**config.mk**
```make
export PLATFORM = sky130hd
export DESIGN_NAME = la_dump_reader
export DESIGN_NICKNAME = d
export VERILOG_FILES = /design/src/rtl/la_dump_reader.sv
export SDC_FILE = /design/constraint.sdc
export NUM_CORES = 1
export LEC_CHECK = 0
export ABC_AREA = 1
export CAP_MARGIN = 20
export CORE_ASPECT_RATIO = 1.2
export CORE_UTILIZATION = 56
export DETAILED_ROUTE_END_ITERATION = 10
export PLACE_DENSITY = 0.93
export SYNTH_ARGS = -nofsm -noshare
export SYNTH_HDL_FRONTEND = slang
export SYNTH_SLANG_ARGS = --single-unit
```
**constraint.sdc**
```tcl
create_clock -name clk -period 3.35 [get_ports clk]
set_input_delay 0.5025 -clock clk [delete_from_list [all_inputs] [get_ports clk]]
set_output_delay 0.5025 -clock clk [all_outputs]
set_load 0.02 [all_outputs]
```
**src/rtl/la_dump_reader.sv**
```systemverilog
// rtl/la_dump_reader.sv - capture-buffer dump engine: framed byte stream (HDR, STATUS, data, XOR checksum)
module la_dump_reader #(
  parameter int          ADDR_W = 5,
  parameter int          DATA_W = 32,
  parameter int          RD_LAT = 1,
  parameter logic [7:0]  HDR    = 8'hA5
) (
  input  logic              clk,
  input  logic              reset,
  input  logic              start,
  input  logic              abort,
  output logic              busy,
  output logic              done,
  output logic [ADDR_W-1:0] AI,
  input  logic [DATA_W-1:0] DOUT,
  input  logic [7:0]        STATUS,
  output logic [7:0]        tx_data,
  output logic              tx_valid,
  input  logic              tx_ready
);

  localparam int DEPTH = 1 << ADDR_W;
  localparam int BPW   = DATA_W / 8;
  localparam int BC_W  = (BPW > 1) ? $clog2(BPW) : 1;
  localparam logic [BC_W-1:0]   LAST_BYTE = BC_W'(BPW - 1);
  localparam logic [ADDR_W-1:0] LAST_IDX  = ADDR_W'(DEPTH - 1);
  localparam logic [1:0]        WAIT_END  = 2'(RD_LAT - 1);

  typedef enum logic [2:0] {
    S_IDLE, S_HDR, S_STS, S_ADDR, S_WAIT, S_BYTE, S_CSUM
  } state_t;

  state_t              state, state_n;
  logic [ADDR_W-1:0]   idx;
  logic [DATA_W-1:0]   shreg;
  logic [BC_W-1:0]     byte_cnt;
  logic [1:0]          wait_cnt;
  logic [7:0]          status_q;
  logic [7:0]          csum;
  logic                xfer;

  assign xfer = tx_valid & tx_ready;
  assign busy = (state != S_IDLE);

  always_ff @(posedge clk or negedge reset) begin
    if (!reset) state <= S_IDLE;
    else        state <= state_n;
  end

  always_comb begin
    state_n  = state;
    tx_valid = 1'b0;
    tx_data  = 8'h00;
    case (state)
      S_IDLE: if (start) state_n = S_HDR;
      S_HDR: begin
        tx_valid = 1'b1;
        tx_data  = HDR;
        if (xfer) state_n = S_STS;
      end
      S_STS: begin
        tx_valid = 1'b1;
        tx_data  = status_q;
        if (xfer) state_n = S_ADDR;
      end
      S_ADDR: state_n = S_WAIT;
      S_WAIT: if (wait_cnt == WAIT_END) state_n = S_BYTE;
      S_BYTE: begin
        tx_valid = 1'b1;
        tx_data  = shreg[DATA_W-1 -: 8];
        if (xfer && byte_cnt == LAST_BYTE)
          state_n = (idx == LAST_IDX) ? S_CSUM : S_ADDR;
      end
      S_CSUM: begin
        tx_valid = 1'b1;
        tx_data  = csum;
        if (xfer) state_n = S_IDLE;
      end
      default: state_n = S_IDLE;
    endcase
    // abort beats any same-cycle transfer; the frame is simply truncated
    if (abort && state != S_IDLE) state_n = S_IDLE;
  end

  always_ff @(posedge clk or negedge reset) begin
    if (!reset) begin
      done     <= 1'b0;
      AI       <= '0;
      idx      <= '0;
      shreg    <= '0;
      byte_cnt <= '0;
      wait_cnt <= '0;
      status_q <= 8'h00;
      csum     <= 8'h00;
    end else begin
      done <= 1'b0;
      case (state)
        S_IDLE: if (start) begin
          status_q <= STATUS;
          idx      <= '0;
          AI       <= '0;
          csum     <= 8'h00;
        end
        S_STS: if (xfer) csum <= csum ^ status_q;
        S_ADDR: wait_cnt <= 2'd0;
        S_WAIT: begin
          wait_cnt <= wait_cnt + 2'd1;
          if (wait_cnt == WAIT_END) begin
            shreg    <= DOUT;
            byte_cnt <= '0;
          end
        end
        S_BYTE: if (xfer) begin
          shreg    <= shreg << 8;
          csum     <= csum ^ shreg[DATA_W-1 -: 8];
          byte_cnt <= byte_cnt + 1'b1;
          // AI moves at ADDR entry so the read latency counts from there
          if (byte_cnt == LAST_BYTE && idx != LAST_IDX) begin
            idx <= idx + 1'b1;
            AI  <= idx + 1'b1;
          end
        end
        S_CSUM: if (xfer && !abort) done <= 1'b1;
        default: ;
      endcase
      if (state != S_IDLE && state_n == S_IDLE) AI <= '0;
    end
  end

endmodule

```
==> impl_metrics.json <==
{
  "status": "completed",
  "num_io_pins": 61,
  "required_ns": 2.85,
  "grt-ovfl-total": 0,
  "htree_num_levels": 3,
  "grt_pass1_wl_mm": 12.5,
  "met1_usage_pct": 29.9,
  "antenna_cells": 0,
  "power_density_nw_per_um2": 876,
  "cap_violations": 0,
  "skew_ns": 0.0110,
  "worstSetupPathType": "flop to primary output",
  "leakage_uw": 0.00190,
  "cts_tree": "yes",
  "path_cells": "inv_2, nand3_4, inv_4, nand2_1, o211ai_1, clkdlybuf4s50_1",
  "root_buffer": "clkbuf_8",
  "cp_top_family": "buffers and inverters",
  "place.gp.congestion": 0.878,
  "row_count": 30,
  "numCtsBuffers": 9,
  "final_common_cell": "nand2_1",
  "layout_common_cells": "nand2_1 (117), dfrtp_1 (66), clkdlybuf4s50_1 (59)",
  "grtUsageMet2_pct": 46.5,
  "avgSynthCellArea_um2": 7.99,
  "fin_crit_sh_pct": 88.0,
  "drt-initial-drc-count": 200,
  "die_area_um2": 6290,
  "period_minus_slack_ns": 2.95,
  "cts_resized": 0,
  "die_h_um": 86.7,
  "synthDistinctLibCells": 33,
  "wl_mm": 7.46,
  "final.setup.tns_ns": 0,
  "cpPeakStageDelay_ns": 0.64,
  "synthTopCellsByArea": "dfrtp_1 (49%), nand2_1 (13%), nand3_1 (4.6%)",
  "ys_seq_area_share_pct": 49.3,
  "hold_viol_final": 0,
  "yosysTopAreaCell": "dfrtp_1",
  "postCtsHoldBufs": 1,
  "dr.pass1.iters": 5,
  "critPathSlowestCell": "clkdlybuf4s50_1",
  "routed_via_density": 5.42,
  "worstPathArrival_ns": 2.44,
  "grt_max_degree": 49,
  "numPortBuffers": 60,
  "grt-busiest-layer": "met2",
  "postCtsSetupRepairBufs": 0,
  "path_buf_inv": 3,
  "syn_area_um2": 3350,
  "hold_path_class": "flop to flop",
  "fp.dieW_um": 72.6,
  "areaGrowthSynthToFinish_pct": 25.2,
  "dpl.hpwl_mm": 5.23,
  "clkTransAtPathRegs_ns": 0.07,
  "tightest_slew_ns": 0.667,
  "grt_setup_unrepaired": "no",
  "clock_latency_ns": 0.36,
  "end_kind": "primary output",
  "final_nets": 523,
  "routedWlPerCell_um": 13.4,
  "cts_sinks": 66,
  "drive_above_1_share_pct": 6.89,
  "start_util_pct": 58.7,
  "drv_slew": 0,
  "grt_util_all_layers_pct": 26.3,
  "yosys_warnings": 0,
  "synth_top_area_share_pct": 49.3,
  "core-area_um2": 5710,
  "antenna_found_initial": 0,
  "start_kind": "flop",
  "ys_ff_latch": 66,
  "grt_pass1_vias": 2945,
  "crit_fanout": 28,
  "hold_ws_ns": 0.506,
  "synthesis.nets": 468,
  "max_freq_ghz": 0.339,
  "syn_inst": 419,
  "irDropWorstVdd_mv": 0.495,
  "relSlewSlack_pct": 55.4,
  "route.detailed.drc": 0,
  "antenna_left": 0,
  "setup_viol": 0,
  "clk_path_buf_depth": 2,
  "vias": 3032,
  "grt_util_met3_pct": 5.47
}
==> Yosys cell counts (all sizes together) <==
cell,count
nor3b,1
and2,1
inv,38
o2111ai,4
a21oi,18
a31oi,24
nand2,118
a21boi,1
o21ai,30
clkbuf,8
dfrtp,66
or2,6
buf,13
xor2,3
clkinv,1
o221ai,1
nand3,32
nand4,4
ha,4
nor2,43
o211ai,3
==> worst paths after layout <==
path / start / endpoint / slack [ns] / cells after the start
worst min-delay path: wait_cnt[0] / wait_cnt[0] / 0.51 / 1
worst max register to register: state[1] / shreg[9] / 0.59 / 9
worst min register to register: wait_cnt[0] / wait_cnt[0] / 0.51 / 1
worst max-delay path: state[1] / tx_data[6] / 0.40 / 6
max in group asynchronous: reset / shreg[0] / 2.09 / 3
min in group asynchronous: reset / status_q[7] / 0.53 / 2
==> routing by layer <==
metal	vias up	part of all wire, %
met4	0	2.3
li1	1495	-
met3	16	4.1
met2	86	52
met1	1435	42
met5	-	0
==> metrics by stage <==
step,utilization [%],power (uW),setup WS [ns],instance area (um2),cells
finish,73.4,3670,0.403,4190,559
detailed placement,69.4,2920,0.687,3960,542
global route,73.4,3930,0.261,4190,559
floorplan,-,2470,1.56,3350,419
global placement,69.4,2830,0.803,3960,542
CTS,73.4,3670,0.419,4190,559
==> area by class of cell <==
type                       instances  area [um2]
clock buffer                      12         145
sequential                        66        1650
tap                               80         100
clock inverter                     4        75.1
timing repair buffer              65         636
inverter                          39         149
fill                             413        1520
multi-input combinational        293        1430
==> sequential cells by signal, summed over array words and instances, names as in the netlist <==
name / count
wait_cnt: 2
shreg: 32
status_q: 8
state: 3
csum: 8
byte_cnt: 2
done: 1
idx: 5
AI: 5
==> power breakdown <==
part           total [uW]  switching [uW]  leakage (uW)  internal (uW)
registers            1310             204      0.000796           1110
logic                1620             997       0.00100            620
clock network         744             304      0.000103            440
==> kinds of logic (layout without fill, tap and decap cells) <==
logic type / count (synthesis) / count (layout) / synth area share, %
compound gates: 81 / 81 / 14.3
fa+ha+maj: 4 / 4 / 1.50
simple gates: 205 / 205 / 26.0
xor+xnor: 3 / 3 / 1.01
buf+inv: 60 / 120 / 7.81
flops: 66 / 66 / 49.3
Note: power is estimated with default switching activity, not from simulation.
